**config.mk**
```make
export PLATFORM = sky130hd
export DESIGN_NAME = pipe_stall_ctrl
export DESIGN_NICKNAME = d
export VERILOG_FILES = /design/src/rtl/core_pkg.sv /design/src/rtl/if_id_reg.sv /design/src/rtl/pipe_stall_ctrl.sv
export SDC_FILE = /design/constraint.sdc
export NUM_CORES = 1
export LEC_CHECK = 0
export CAP_MARGIN = 10
export CORE_MARGIN = 1.5
export CORE_UTILIZATION = 30
export DETAILED_ROUTE_END_ITERATION = 16
export SLEW_MARGIN = 15
export SYNTH_ARGS = -nofsm -noshare
export SYNTH_HDL_FRONTEND = slang
export SYNTH_SLANG_ARGS = --single-unit
```
**constraint.sdc**
```tcl
create_clock -name clk -period 2.6 [get_ports clk]
set_clock_uncertainty 0.05 [all_clocks]
set_input_delay 0.52 -clock clk [delete_from_list [all_inputs] [get_ports clk]]
set_output_delay 0.52 -clock clk [all_outputs]
set_load 0.02 [all_outputs]
```
**src/rtl/core_pkg.sv**
```systemverilog
// Shared core definitions: PC width, the injected NOP and stall-controller encodings.
package core_pkg;

  localparam int unsigned XLEN = 32;
  localparam int unsigned INSTR_W = 32;
  localparam logic [INSTR_W-1:0] NOP_INSTR = 32'h0000_0013;

  typedef enum logic [1:0] {
    ST_RUN = 2'd0,
    ST_LU  = 2'd1,
    ST_FRZ = 2'd2
  } stall_state_t;

  typedef enum logic [1:0] {
    OP_HOLD  = 2'd0,
    OP_LOAD  = 2'd1,
    OP_FLUSH = 2'd2
  } if_id_op_t;

endpackage

```
**src/rtl/if_id_reg.sv**
```systemverilog
// IF/ID pipeline register: hold, load from fetch, or flush to an invalid NOP.
module if_id_reg
  import core_pkg::*;
#(
  parameter int unsigned XLEN = core_pkg::XLEN,
  parameter logic [31:0] NOP  = NOP_INSTR
) (
  input  logic            clk,
  input  logic            rst_n,
  input  if_id_op_t       op,
  input  logic [XLEN-1:0] if_pc,
  input  logic [31:0]     if_instr,
  input  logic            if_valid,
  output logic [XLEN-1:0] pc,
  output logic [31:0]     instr,
  output logic            valid
);

  // Invalid fetch data is replaced by the NOP so garbage never enters decode.
  always_ff @(posedge clk or negedge rst_n) begin
    if (!rst_n) begin
      pc    <= '0;
      instr <= NOP;
      valid <= 1'b0;
    end else begin
      case (op)
        OP_LOAD: begin
          pc    <= if_pc;
          instr <= if_valid ? if_instr : NOP;
          valid <= if_valid;
        end
        OP_FLUSH: begin
          pc    <= '0;
          instr <= NOP;
          valid <= 1'b0;
        end
        default: begin
        end
      endcase
    end
  end

endmodule

```
**src/rtl/pipe_stall_ctrl.sv**
```systemverilog
// Pipeline stall/flush/freeze controller for the 5-stage core; owns IF/ID.
module pipe_stall_ctrl
  import core_pkg::*;
#(
  parameter int unsigned XLEN  = core_pkg::XLEN,
  parameter int unsigned CNT_W = 32,
  parameter logic [31:0] NOP   = NOP_INSTR
) (
  input  logic             clk,
  input  logic             rst_n,
  input  logic             ld_use_stall,
  input  logic             br_taken,
  input  logic             mem_busy,
  input  logic [XLEN-1:0]  if_pc,
  input  logic [31:0]      if_instr,
  input  logic             if_valid,
  output logic             pc_we,
  output logic             freeze,
  output logic             id_ex_bubble,
  output logic [XLEN-1:0]  if_id_pc,
  output logic [31:0]      if_id_instr,
  output logic             if_id_valid,
  output logic [CNT_W-1:0] stall_cnt,
  output logic [CNT_W-1:0] flush_cnt,
  output logic [1:0]       state
);

  stall_state_t     state_q, state_d;
  logic             pend_q, pend_d;
  logic [CNT_W-1:0] stall_cnt_q, flush_cnt_q;
  logic             do_stall, do_flush;
  if_id_op_t        op;

  // Priority: memory freeze, then flush (live or deferred), then load-use, else advance.
  always_comb begin
    state_d      = state_q;
    pend_d       = pend_q;
    pc_we        = 1'b0;
    freeze       = 1'b0;
    id_ex_bubble = 1'b0;
    op           = OP_HOLD;
    do_stall     = 1'b0;
    do_flush     = 1'b0;
    if (!rst_n) begin
      freeze = 1'b1;
    end else if (mem_busy) begin
      freeze  = 1'b1;
      state_d = ST_FRZ;
      if (br_taken) pend_d = 1'b1;
    end else if (br_taken || pend_q) begin
      pc_we        = 1'b1;
      id_ex_bubble = 1'b1;
      op           = OP_FLUSH;
      pend_d       = 1'b0;
      do_flush     = 1'b1;
      state_d      = ST_RUN;
    end else if ((state_q == ST_RUN) && ld_use_stall) begin
      id_ex_bubble = 1'b1;
      do_stall     = 1'b1;
      state_d      = ST_LU;
    end else begin
      pc_we   = 1'b1;
      op      = OP_LOAD;
      state_d = ST_RUN;
    end
  end

  always_ff @(posedge clk or negedge rst_n) begin
    if (!rst_n) begin
      state_q <= ST_RUN;
      pend_q  <= 1'b0;
    end else begin
      state_q <= state_d;
      pend_q  <= pend_d;
    end
  end

  // Performance counters saturate rather than wrap.
  always_ff @(posedge clk or negedge rst_n) begin
    if (!rst_n) begin
      stall_cnt_q <= '0;
      flush_cnt_q <= '0;
    end else begin
      if (do_stall && (stall_cnt_q != '1)) stall_cnt_q <= stall_cnt_q + CNT_W'(1);
      if (do_flush && (flush_cnt_q != '1)) flush_cnt_q <= flush_cnt_q + CNT_W'(1);
    end
  end

  if_id_reg #(
    .XLEN (XLEN),
    .NOP  (NOP)
  ) u_if_id (
    .clk      (clk),
    .rst_n    (rst_n),
    .op       (op),
    .if_pc    (if_pc),
    .if_instr (if_instr),
    .if_valid (if_valid),
    .pc       (if_id_pc),
    .instr    (if_id_instr),
    .valid    (if_id_valid)
  );

  assign stall_cnt = stall_cnt_q;
  assign flush_cnt = flush_cnt_q;
  assign state     = state_q;

endmodule

```
==> results.py <==
metrics = {
    "outcome": {
        "status": "complete, no violations",
    },
    "final_layout": {
        "multiInputGateArea_mm2": 0.00240,
        "layout-drive-gt1-share": 0.106,
        "syn2layout_area_growth_pct": 54.7,
        "fillers": 1753,
        "fin_nets": 823,
        "insertedDiodeCount": 0,
        "regArea_mm2": 0.00331,
    },
    "yosys": {
        "synth_top_area_cell": "dfrtp_1",
        "synth_top_family_by_area": "simple AND/OR/NAND/NOR gates",
        "synth_flop_cell": "dfrtp_1",
        "ys.warnings.count": 0,
        "synthArstFlopShare": 1.00,
        "ys_ff_latch": 132,
        "synth_xor_area_frac": 0.0916,
        "synth_area_leaders": "dfrtp_1 (55%), xnor2_1 (5.7%), a22o_1 (4.4%), nand2_1 (3.9%), nand2b_1 (3.6%)",
        "avgSynthCellArea_um2": 11.1,
        "synth.top_cells.by_count": "dfrtp_1 (129), nand2_1 (61), xnor2_1 (38)",
        "synth_most_common_cell": "dfrtp_1",
        "synthSimpleGateAreaFrac": 0.214,
        "synth-edff-count": 0,
        "ys_types": 43,
        "synth_mux_area_frac": 0.00579,
        "yosys.area.top_type_share": 0.553,
        "synth_compound_area_frac": 0.0881,
        "syn_inst": 526,
        "yosysSeqAreaShare": 0.567,
        "synthesis.area_mm2": 0.00583,
        "synthAdderAreaFrac": 0.00858,
        "synthesis.nets": 600,
    },
    "cts": {
        "root_buffer": "clkbuf_16",
        "clock-sinks": 132,
        "htree_levels": 4,
        "cts_setup_buffers": 0,
        "clk_pin_slew_worst_paths_ns": 0.06,
        "clock_latency_ns": 0.41,
        "numCtsBuffers": 17,
        "cts_tree": "yes",
        "hold_buffers": 0,
        "cts_buffer_depth": 2,
    },
    "placed_design": {
        "gp_congestion": 0.827,
        "dp_hpwl_um": 11000,
        "port_buffers": 203,
    },
    "worst_setup_path": {
        "crit_type": "primary input to output port",
        "crit_slowest_cell": "clkdlybuf4s50_1",
        "start_kind": "primary input",
        "crit_path_max_incr_delay_ns": 0.43,
        "required_ns": 2.03,
        "cp-end-kind": "output port",
        "path_max_fanout": 2,
        "crit_chain": "clkdlybuf4s50_1, nor3b_2, nor3_1, nor2_1, dlygate4sd2_1",
        "arrival_ns": 1.85,
    },
    "sta": {
        "hold_viol_final": 0,
        "tightest_slew_ns": 0.612,
        "fmax_mhz": 413,
        "rsz0062_at_grt": "no",
        "whs_ns": 0.0511,
        "setup_violations": 0,
        "fin_crit_sh": 0.931,
        "timing.slew.headroom": 0.592,
        "period_minus_slack_ns": 2.42,
        "slew_violations": 0,
    },
    "floorplan": {
        "core_mm2": 0.0189,
        "start_util": 0.309,
        "die_area_mm2": 0.0203,
        "die_height_um": 142,
        "io_pins": 204,
        "row_count": 50,
        "die_w_um": 142,
    },
    "global_routing": {
        "track_usage": 0.155,
        "grt_pass1_vias": 4745,
        "grt_max_degree": 115,
        "grt_first_pass_wirelength_um": 24800,
        "grt_overflow": 0,
        "antenna_found_initial": 0,
    },
    "route": {
        "dr_total_vias": 4800,
        "wl_met1_um": 7240,
        "drt_iter0_drc": 172,
        "routed_wl_um": 15500,
        "drt.antenna.violating_nets": 0,
        "first_pass_iters": 4,
        "met2WireLength_um": 7090,
        "vias_per_cell": 4.70,
        "wl_met3_um": 988,
        "top_layer": "met4",
        "wl_per_cell_um": 15.2,
        "drcViolationCount": 0,
    },
    "power": {
        "power_leakage_nw": 3.88,
        "vdd_drop_max_mv": 0.407,
        "p_per_area_mw_per_mm2": 749,
        "finalPower_w": 0.00676,
    },
    "flow_run": {
        "cap_violations": 0,
    },
    "worst_hold_path": {
        "hold_path_class": "primary input to asynchronous set/reset pin",
    },
}
[registers in the layout, summed over array words and instances (netlist names)]
signal and cells:
flush_cnt 32, pend_q 1, stall_cnt 32, state 2
u_if_id.instr 32, u_if_id.pc 32, u_if_id.valid 1
[critical path, delay by kind of cell]
kind / cells / cell delay, ns
and+or+nand+nor: 3 / 0.56
buffers and inverters: 2 / 0.76
[path summary, 6_finish.rpt]
check	startpoint	end	slack, ns	cells past startpoint
worst max-delay path	ld_use_stall	id_ex_bubble	0.18	5
worst min-delay path	rst_n	flush_cnt[27]	0.05	2
worst max register to register	flush_cnt[0]	flush_cnt[25]	0.46	7
worst min register to register	u_if_id.instr[1]	u_if_id.instr[1]	0.41	2
max in group asynchronous	rst_n	flush_cnt[19]	1.89	2
min in group clk	u_if_id.instr[1]	u_if_id.instr[1]	0.41	2
[cells in the final DEF, fill, tap and decap left out, types with 4 or more instances in the layout]
cell type        count
clkdlybuf4s50_1    199
dfrtp_1            129
nand2_1             61
xnor2_1             38
nand2b_1            34
o21ai_0             34
a22o_1              29
nand3_1             26
nand4_1             23
xor2_1              23
buf_4               18
clkbuf_16           17
nor2_1              14
nor3_1              13
and3_1              11
inv_1               10
and4_1               6
bufinv_16            6
a21oi_1              5
and2_1               5
nor3_2               5
buf_12               5
nor4_2               4
nor4_1               4
[through the flow]
step	utilization	setup slack (ns)	cells	cell area, µm²	TNS (ns)
after floorplan	-	0.0472	526	5830	0
after global placement	0.441	-0.101	990	8340	-4.01
after detailed placement	0.441	-0.0945	990	8340	-2.87
after CTS	0.478	0.166	1021	9020	0
after global routing	0.478	0.116	1021	9020	0
final	0.478	0.180	1021	9020	0
[logic make-up after synthesis]
group           count (synthesis)
simple gates                  219
flops                         132
compound gates                 75
xor+xnor                       61
buf+inv                        32
fa+ha+maj                       4
mux                             3
[power breakdown]
group	internal (W)	total (W)	leakage, nW	switching [W]
clock network	0.00188	0.00279	0.333	0.000910
registers	0.00232	0.00252	1.74	0.000191
logic	0.000744	0.00145	1.81	0.000709
total	0.00495	0.00676	3.88	0.00181
[area by class of cell]
type | count | share of cell area
clock buffer | 20 | 0.0517
clock inverter | 11 | 0.0247
inverter | 10 | 0.00416
multi-input combinational | 362 | 0.266
sequential | 132 | 0.366
tap | 260 | 0.0361
timing repair buffer | 226 | 0.251
[layer usage]
layer	global-route usage	vias up
met1	0.202	2351
met4	0.0434	0
met5	0	-
met3	0.0468	12
met2	0.248	147
li1	-	2290
[what timing repair did]
action | in CTS | in global routing
resized for setup | 3 | 0
endpoints found under the setup margin | 3 | 0
hold endpoints to repair | 0 | 0
(Power assumes the default switching activity.)
